[config.mk]
export PLATFORM = sky130hd
export DESIGN_NAME = mem_port_arbiter
export DESIGN_NICKNAME = d
export VERILOG_FILES = /design/src/rtl/mem_port_arbiter_pkg.sv /design/src/rtl/mem_port_arbiter_rd_tag.sv /design/src/rtl/mem_port_arbiter.sv
export SDC_FILE = /design/constraint.sdc
export NUM_CORES = 1
export LEC_CHECK = 0
export ABC_AREA = 1
export CORE_UTILIZATION = 40
export CTS_CLUSTER_DIAMETER = 120
export CTS_CLUSTER_SIZE = 12
export DETAILED_ROUTE_END_ITERATION = 7
export PLACE_DENSITY = 0.75
export SLEW_MARGIN = 20
export SYNTH_ARGS = -nofsm -noshare
export SYNTH_HDL_FRONTEND = slang
export SYNTH_HIERARCHICAL = 1
export SYNTH_SLANG_ARGS = --single-unit
[constraint.sdc]
create_clock -name clk -period 6.82 [get_ports clk]
set_input_delay 1.364 -clock clk [delete_from_list [all_inputs] [get_ports clk]]
set_output_delay 1.364 -clock clk [all_outputs]
set_load 0.005 [all_outputs]
[src/rtl/mem_port_arbiter_pkg.sv]
// Shared types and constants for the data-memory port arbiter.
package mem_port_arbiter_pkg;

    typedef enum logic {
        IDLE      = 1'b0,
        LSU_BURST = 1'b1
    } arb_state_t;

    typedef enum logic {
        OWN_LSU  = 1'b0,
        OWN_HOST = 1'b1
    } owner_t;

    localparam int unsigned WORD_BYTES = 4;

    // Clears the byte-offset bits so every access lands on a word boundary.
    function automatic logic [31:0] word_align(input logic [31:0] addr);
        return addr & 32'hFFFF_FFFC;
    endfunction

endpackage

[src/rtl/mem_port_arbiter_rd_tag.sv]
// One-entry read-return tag: remembers who owned last cycle's read beat and
// steers the 1-cycle-latency RAM data to that requester.
module arb_rd_tag
    import mem_port_arbiter_pkg::*;
(
    input  logic        clk,
    input  logic        reset,
    input  logic        issue_i,
    input  owner_t      issue_owner_i,
    input  logic [31:0] mem_rdata_i,
    output logic        lsu_rvalid_o,
    output logic [31:0] lsu_rdata_o,
    output logic        host_rvalid_o,
    output logic [31:0] host_rdata_o
);

    logic        tag_valid_q;
    owner_t      tag_owner_q;
    logic [31:0] lsu_rdata_q;
    logic [31:0] host_rdata_q;

    assign lsu_rvalid_o  = tag_valid_q && (tag_owner_q == OWN_LSU);
    assign host_rvalid_o = tag_valid_q && (tag_owner_q == OWN_HOST);
    // The non-owner keeps showing its previous read data.
    assign lsu_rdata_o   = lsu_rvalid_o  ? mem_rdata_i : lsu_rdata_q;
    assign host_rdata_o  = host_rvalid_o ? mem_rdata_i : host_rdata_q;

    always_ff @(posedge clk) begin
        if (reset) begin
            tag_valid_q  <= 1'b0;
            tag_owner_q  <= OWN_LSU;
            lsu_rdata_q  <= 32'h0000_0000;
            host_rdata_q <= 32'h0000_0000;
        end else begin
            tag_valid_q  <= issue_i;
            tag_owner_q  <= issue_owner_i;
            lsu_rdata_q  <= lsu_rdata_o;
            host_rdata_q <= host_rdata_o;
        end
    end

endmodule

[src/rtl/mem_port_arbiter.sv]
// Arbitrates the single-ported data RAM between the LSU (singles and VEC_LEN bursts)
// and the host loader. Optional host starvation guard: ARB_HOST_STARVE_GUARD_EN.
module mem_port_arbiter
    import mem_port_arbiter_pkg::*;
#(
    parameter int unsigned VEC_LEN  = 4,
    parameter int unsigned MAX_WAIT = 8
) (
    input  logic        clk,
    input  logic        reset,
    input  logic        lsu_req,
    input  logic        lsu_burst,
    input  logic        lsu_we,
    input  logic [31:0] lsu_addr,
    input  logic [31:0] lsu_wdata,
    output logic        lsu_gnt,
    output logic [1:0]  lsu_beat,
    output logic        lsu_rvalid,
    output logic [31:0] lsu_rdata,
    input  logic        host_req,
    input  logic        host_we,
    input  logic [31:0] host_addr,
    input  logic [31:0] host_wdata,
    output logic        host_gnt,
    output logic        host_rvalid,
    output logic [31:0] host_rdata,
    output logic [31:0] mem_addr,
    output logic        mem_we,
    output logic [31:0] mem_wdata,
    input  logic [31:0] mem_rdata,
    output logic        busy
);

    localparam logic [1:0] LAST_BEAT = 2'(VEC_LEN - 1);

    arb_state_t  state_q, state_d;
    logic [1:0]  beat_q, beat_d;
    logic [31:0] mem_addr_q;
    logic [31:0] mem_wdata_q;
    logic        rd_issue_s;
    owner_t      rd_owner_s;
    logic        host_starve_s;

`ifdef ARB_HOST_STARVE_GUARD_EN
    localparam int unsigned WAIT_W = $clog2(MAX_WAIT + 1);
    logic [WAIT_W-1:0] wait_q, wait_d;

    assign host_starve_s = (wait_q == WAIT_W'(MAX_WAIT));

    // Saturating count of cycles the host has been kept waiting.
    always_comb begin
        wait_d = wait_q;
        if (!host_req || host_gnt) begin
            wait_d = '0;
        end else if (wait_q != WAIT_W'(MAX_WAIT)) begin
            wait_d = wait_q + WAIT_W'(1);
        end else begin
            wait_d = wait_q;
        end
    end

    always_ff @(posedge clk) begin
        if (reset) begin
            wait_q <= '0;
        end else begin
            wait_q <= wait_d;
        end
    end
`else
    assign host_starve_s = 1'b0;
`endif

    // Arbitration, beat sequencing and RAM command steering.
    always_comb begin
        state_d    = state_q;
        beat_d     = beat_q;
        lsu_gnt    = 1'b0;
        host_gnt   = 1'b0;
        lsu_beat   = 2'd0;
        mem_addr   = mem_addr_q;
        mem_we     = 1'b0;
        mem_wdata  = mem_wdata_q;
        rd_issue_s = 1'b0;
        rd_owner_s = OWN_LSU;
        if (!reset) begin
            case (state_q)
                IDLE: begin
                    if (lsu_req && !host_starve_s) begin
                        lsu_gnt    = 1'b1;
                        mem_addr   = word_align(lsu_addr);
                        mem_we     = lsu_we;
                        mem_wdata  = lsu_wdata;
                        rd_issue_s = !lsu_we;
                        if (lsu_burst) begin
                            state_d = LSU_BURST;
                            beat_d  = 2'd1;
                        end else begin
                            state_d = IDLE;
                        end
                    end else if (host_req) begin
                        host_gnt   = 1'b1;
                        mem_addr   = word_align(host_addr);
                        mem_we     = host_we;
                        mem_wdata  = host_wdata;
                        rd_issue_s = !host_we;
                        rd_owner_s = OWN_HOST;
                    end else begin
                        state_d = IDLE;
                    end
                end
                LSU_BURST: begin
                    // Bursts run to completion regardless of lsu_req.
                    lsu_gnt    = 1'b1;
                    lsu_beat   = beat_q;
                    mem_addr   = word_align(lsu_addr) + {28'h000_0000, beat_q, 2'b00};
                    mem_we     = lsu_we;
                    mem_wdata  = lsu_wdata;
                    rd_issue_s = !lsu_we;
                    if (beat_q == LAST_BEAT) begin
                        state_d = IDLE;
                        beat_d  = 2'd0;
                    end else begin
                        beat_d  = beat_q + 2'd1;
                    end
                end
                default: begin
                    state_d = IDLE;
                    beat_d  = 2'd0;
                end
            endcase
        end else begin
            state_d = IDLE;
            beat_d  = 2'd0;
        end
    end

    // State, beat counter and held RAM address/data registers.
    always_ff @(posedge clk) begin
        if (reset) begin
            state_q     <= IDLE;
            beat_q      <= 2'd0;
            mem_addr_q  <= 32'h0000_0000;
            mem_wdata_q <= 32'h0000_0000;
        end else begin
            state_q     <= state_d;
            beat_q      <= beat_d;
            mem_addr_q  <= mem_addr;
            mem_wdata_q <= mem_wdata;
        end
    end

    assign busy = (state_q == LSU_BURST);

    arb_rd_tag u_rd_tag (
        .clk           (clk),
        .reset         (reset),
        .issue_i       (rd_issue_s),
        .issue_owner_i (rd_owner_s),
        .mem_rdata_i   (mem_rdata),
        .lsu_rvalid_o  (lsu_rvalid),
        .lsu_rdata_o   (lsu_rdata),
        .host_rvalid_o (host_rvalid),
        .host_rdata_o  (host_rdata)
    );

endmodule

==> results.tsv <==
metric	value	unit
ctsRootBufferMaster	clkbuf_16	
postCtsHoldBufs	0	
cts_resized	0	
use_met2	43.3	%
ctsHtreeMaxLevel	4	
power_switching	0.000644	W
drt_iter0_drc	503	
criticalPathCategory	input port to primary output	
layout_setup_ws	1.44	ns
pin_count_of_the_biggest_net_entering_global_routing	67	
first_pass_iters	5	
dieArea	0.0198	sq mm
std_cell_rows	50	
dieWidth	141	um
r2r_setup_slack	4.49	ns
postSynthNetCount	1444	
critical_path_peak_fanout	6	
finalPower	0.00221	W
post-route-util	60.3	%
power.density_cell_area	195	mW/mm^2
floorplan.io_pins	303	
whs_path_depth	2	
p_int	0.00156	W
most-common-layout-cells	402 x nand2_1, 297 x clkdlybuf4s50_1, 287 x inv_1, 132 x dfxtp_1, 126 x nand3_1	
grt_use_total	25.2	%
post-route-cell-area	0.0113	sq mm
die_h	141	um
final_setup_skew	0.0118	ns
outcome	completed	
report.final.hold_viol_count	0	
static-leakage-power	5.73	nW
maxCapViolCount	0	
timing.critical_path.from_type	input port	
holdPathEnd	mem_addr_q[0]	
worst_r2r_endpoint	mem_addr_q[13]	
grt_use_met1	28.4	%
post_cts_buffers	0	
fin_nets	1711	
initial_utilization	41.0	%
sequential_cell_area	0.00266	sq mm
cts_tree	built	
synth-edff-count	0	
critical-path-max-stage-delay	0.57	ns
setup_viol_count_final	0	
grt.met3_usage	9.17	%
synth_async_sr_flop_share	0	%
seq_power_share	37.9	%
worst_hold_startpoint	mem_addr_q[0]	
cts_buffer_depth	2	
detailedPlacementHpwl	17600	um
fmaxAchievable	186	MHz
synth_seq_area_share	34.6	%
route.antenna.remaining_nets	0	
netSwitchingFraction	29.2	%
multiInputGateArea	0.00364	sq mm
worst_r2r_path_depth	10	
power.share.clock	39.8	%
gr_ovfl_total	0	
gpl.final_weighted_congestion	0.913	
cts_made_buffers	17	
grt-busiest-layer	met2	
final.period_utilization	78.8	%
rsz0062_at_grt	no	
critical-path-top-delay-family	buffers and inverters	
detailed_place.area	0.0107	sq mm
num_vias	8616	
slew_headroom	46.6	%
syn_avg_cell_area	6.04	sq um
layout.cells.most_common	nand2_1	
netlist_area	0.00769	sq mm
place_worst_setup_slack	1.46	ns
syn_warnings	6	
syn2layout_area_growth	47.1	%
synth.lib_cells_used.distinct	38	
hold_path_class	flip-flop to flip-flop	
wl	24500	um
syn-instance-count	1273	
grt_antenna_before_repair	3	
avgViaCountPerCell	4.82	
clk_transition_reported_paths	0.06	ns
nFillCells	1766	
cp_num_buf_inv	3	
worst-endpoint-required	5.46	ns
critPathCaptureType	primary output	
drc_errors	0	
avgRoutedWirePerCell	13.7	um
critical-path-top-cell-by-count	nand2_1	
actual_slew_at_the_worst_max_slew_pin	0.799	ns
cts_sinks	133	
final_period_minus_worst_setup_slack	5.38	ns
worst_r2r_startpoint	busy	
ys_dominant_reg_cell	dfxtp_1	
synth_seq_cells	133	
worst_ep_arrival_time	4.01	ns
timing.critical_path.cells	clkdlybuf4s50_1 -> ha_1 -> inv_1 -> fa_1 -> nor2_4 -> nand2_2 -> nor2_4 -> nand2_1 -> nand2_1 -> nand3_1 -> nand2_1 -> nand2_1 -> nand2_1 -> clkdlybuf4s50_1	
final_max_slew_viol_count	0	
fp.coreArea	0.0188	sq mm
critical_path.slowest_cell	clkdlybuf4s50_1	
grt_first_pass_wirelength	39300	um
clk-insertion-delay-late	0.43	ns
comb_power_share	22.3	%
numPortBuffers	298	
proportion_of_layout_cells_with_a_drive_suffix_above_1	4.12	%
ir_drop	0.000170	V
totalNegativeSetupSlack	0	ns
vias_in_the_first_global_route	8008	
cells in the mapped netlist, types with 2 or more instances:
cell	number	area, sq um
clkinv_1	2	7.51
nand2_1	402	1510
buf_2	30	150
buf_6	3	33.8
nand3_1	126	631
clkbuf_1	18	67.6
o21ai_0	41	205
a22o_1	4	35.0
dfxtp_1	133	2660
a21oi_1	11	55.1
a22oi_1	5	37.5
nand2_2	4	25.0
nand3b_1	2	15.0
nor2_4	5	56.3
o221ai_1	7	61.3
xor2_1	2	17.5
a21o_1	8	60.1
o31ai_1	4	30.0
inv_1	288	1080
nor3_1	4	20.0
buf_4	2	15.0
buf_1	7	26.3
o211ai_1	39	293
inv_2	2	7.51
ha_1	3	37.5
nor2_1	94	353
nor2_2	5	31.3
a31oi_1	6	37.5
nand4_1	4	25.0
o22ai_1	4	25.0
worst reg2reg max path, stage by stage (launching register included):
cell and delay, ns:
dfxtp_1 0.67, nor2_2 0.14, nand2_1 0.11, clkinv_1 0.36
buf_4 0.45, nand2_1 0.12, o21ai_0 0.08, a21oi_1 0.13
nand2_1 0.07, nand2_1 0.07, inv_1 0.05
state kept, by name, indices dropped and copies added (netlist names):
name,count
beat_q,2
busy,1
mem_addr_q,32
mem_wdata_q,32
u_rd_tag/host_rdata_q,32
u_rd_tag/lsu_rdata_q,32
u_rd_tag/tag_owner_q,1
u_rd_tag/tag_valid_q,1
routing by layer:
layer  vias to the layer above  part of all wire (%)  routed length (um)
li1                       4412                     -                   -
met1                      3852                    41               10100
met2                       308                    47               11500
met3                        42                   9.2                2260
met4                         2                   2.6                 632
met5                         -                 0.045                  11
through the flow:
stage,instances,hold WS [ns]
after CTS,1787,0.446
after global routing,1787,0.471
after global placement,1755,0.431
after detailed placement,1755,0.437
after floorplan,1273,0.421
final,1788,0.443
cells by family after synthesis:
kind of cell	synth area share [%]
compound gates	11.2
xor+xnor	0.342
fa+ha+maj	0.748
flops	34.6
simple gates	35.0
buf+inv	18.1
layout make-up:
class                      count  share of cell area, %
multi-input combinational    788                   32.2
sequential                   133                   23.5
inverter                     292                   9.69
clock inverter                15                   1.22
antenna                        1                 0.0221
timing repair buffer         308                   27.0
tap                          234                   2.59
clock buffer                  17                   3.76
power by group through the flow:
stage                     Sequential, W  Clock [W]  Combinational [W]
after floorplan                0.000848          0           0.000217
after global placement         0.000852          0           0.000485
after detailed placement       0.000853          0           0.000489
after CTS                      0.000836   0.000895           0.000493
after global routing           0.000841   0.000935           0.000542
final                          0.000836   0.000878           0.000491
how the worst max path moves through the flow:
stage                           start  cells past startpoint  slack [ns]      endpoint
final                     lsu_addr[2]                     14        1.44  mem_addr[22]
after global routing      lsu_addr[2]                     14        1.24  mem_addr[22]
after CTS                 lsu_addr[2]                     14        1.45  mem_addr[22]
after detailed placement  lsu_addr[2]                     12        1.46  mem_addr[30]
after global placement    lsu_addr[2]                     12        1.48  mem_addr[30]
after floorplan           lsu_addr[2]                      9        2.74  mem_addr[16]
Power figures use the tool's default switching activity.
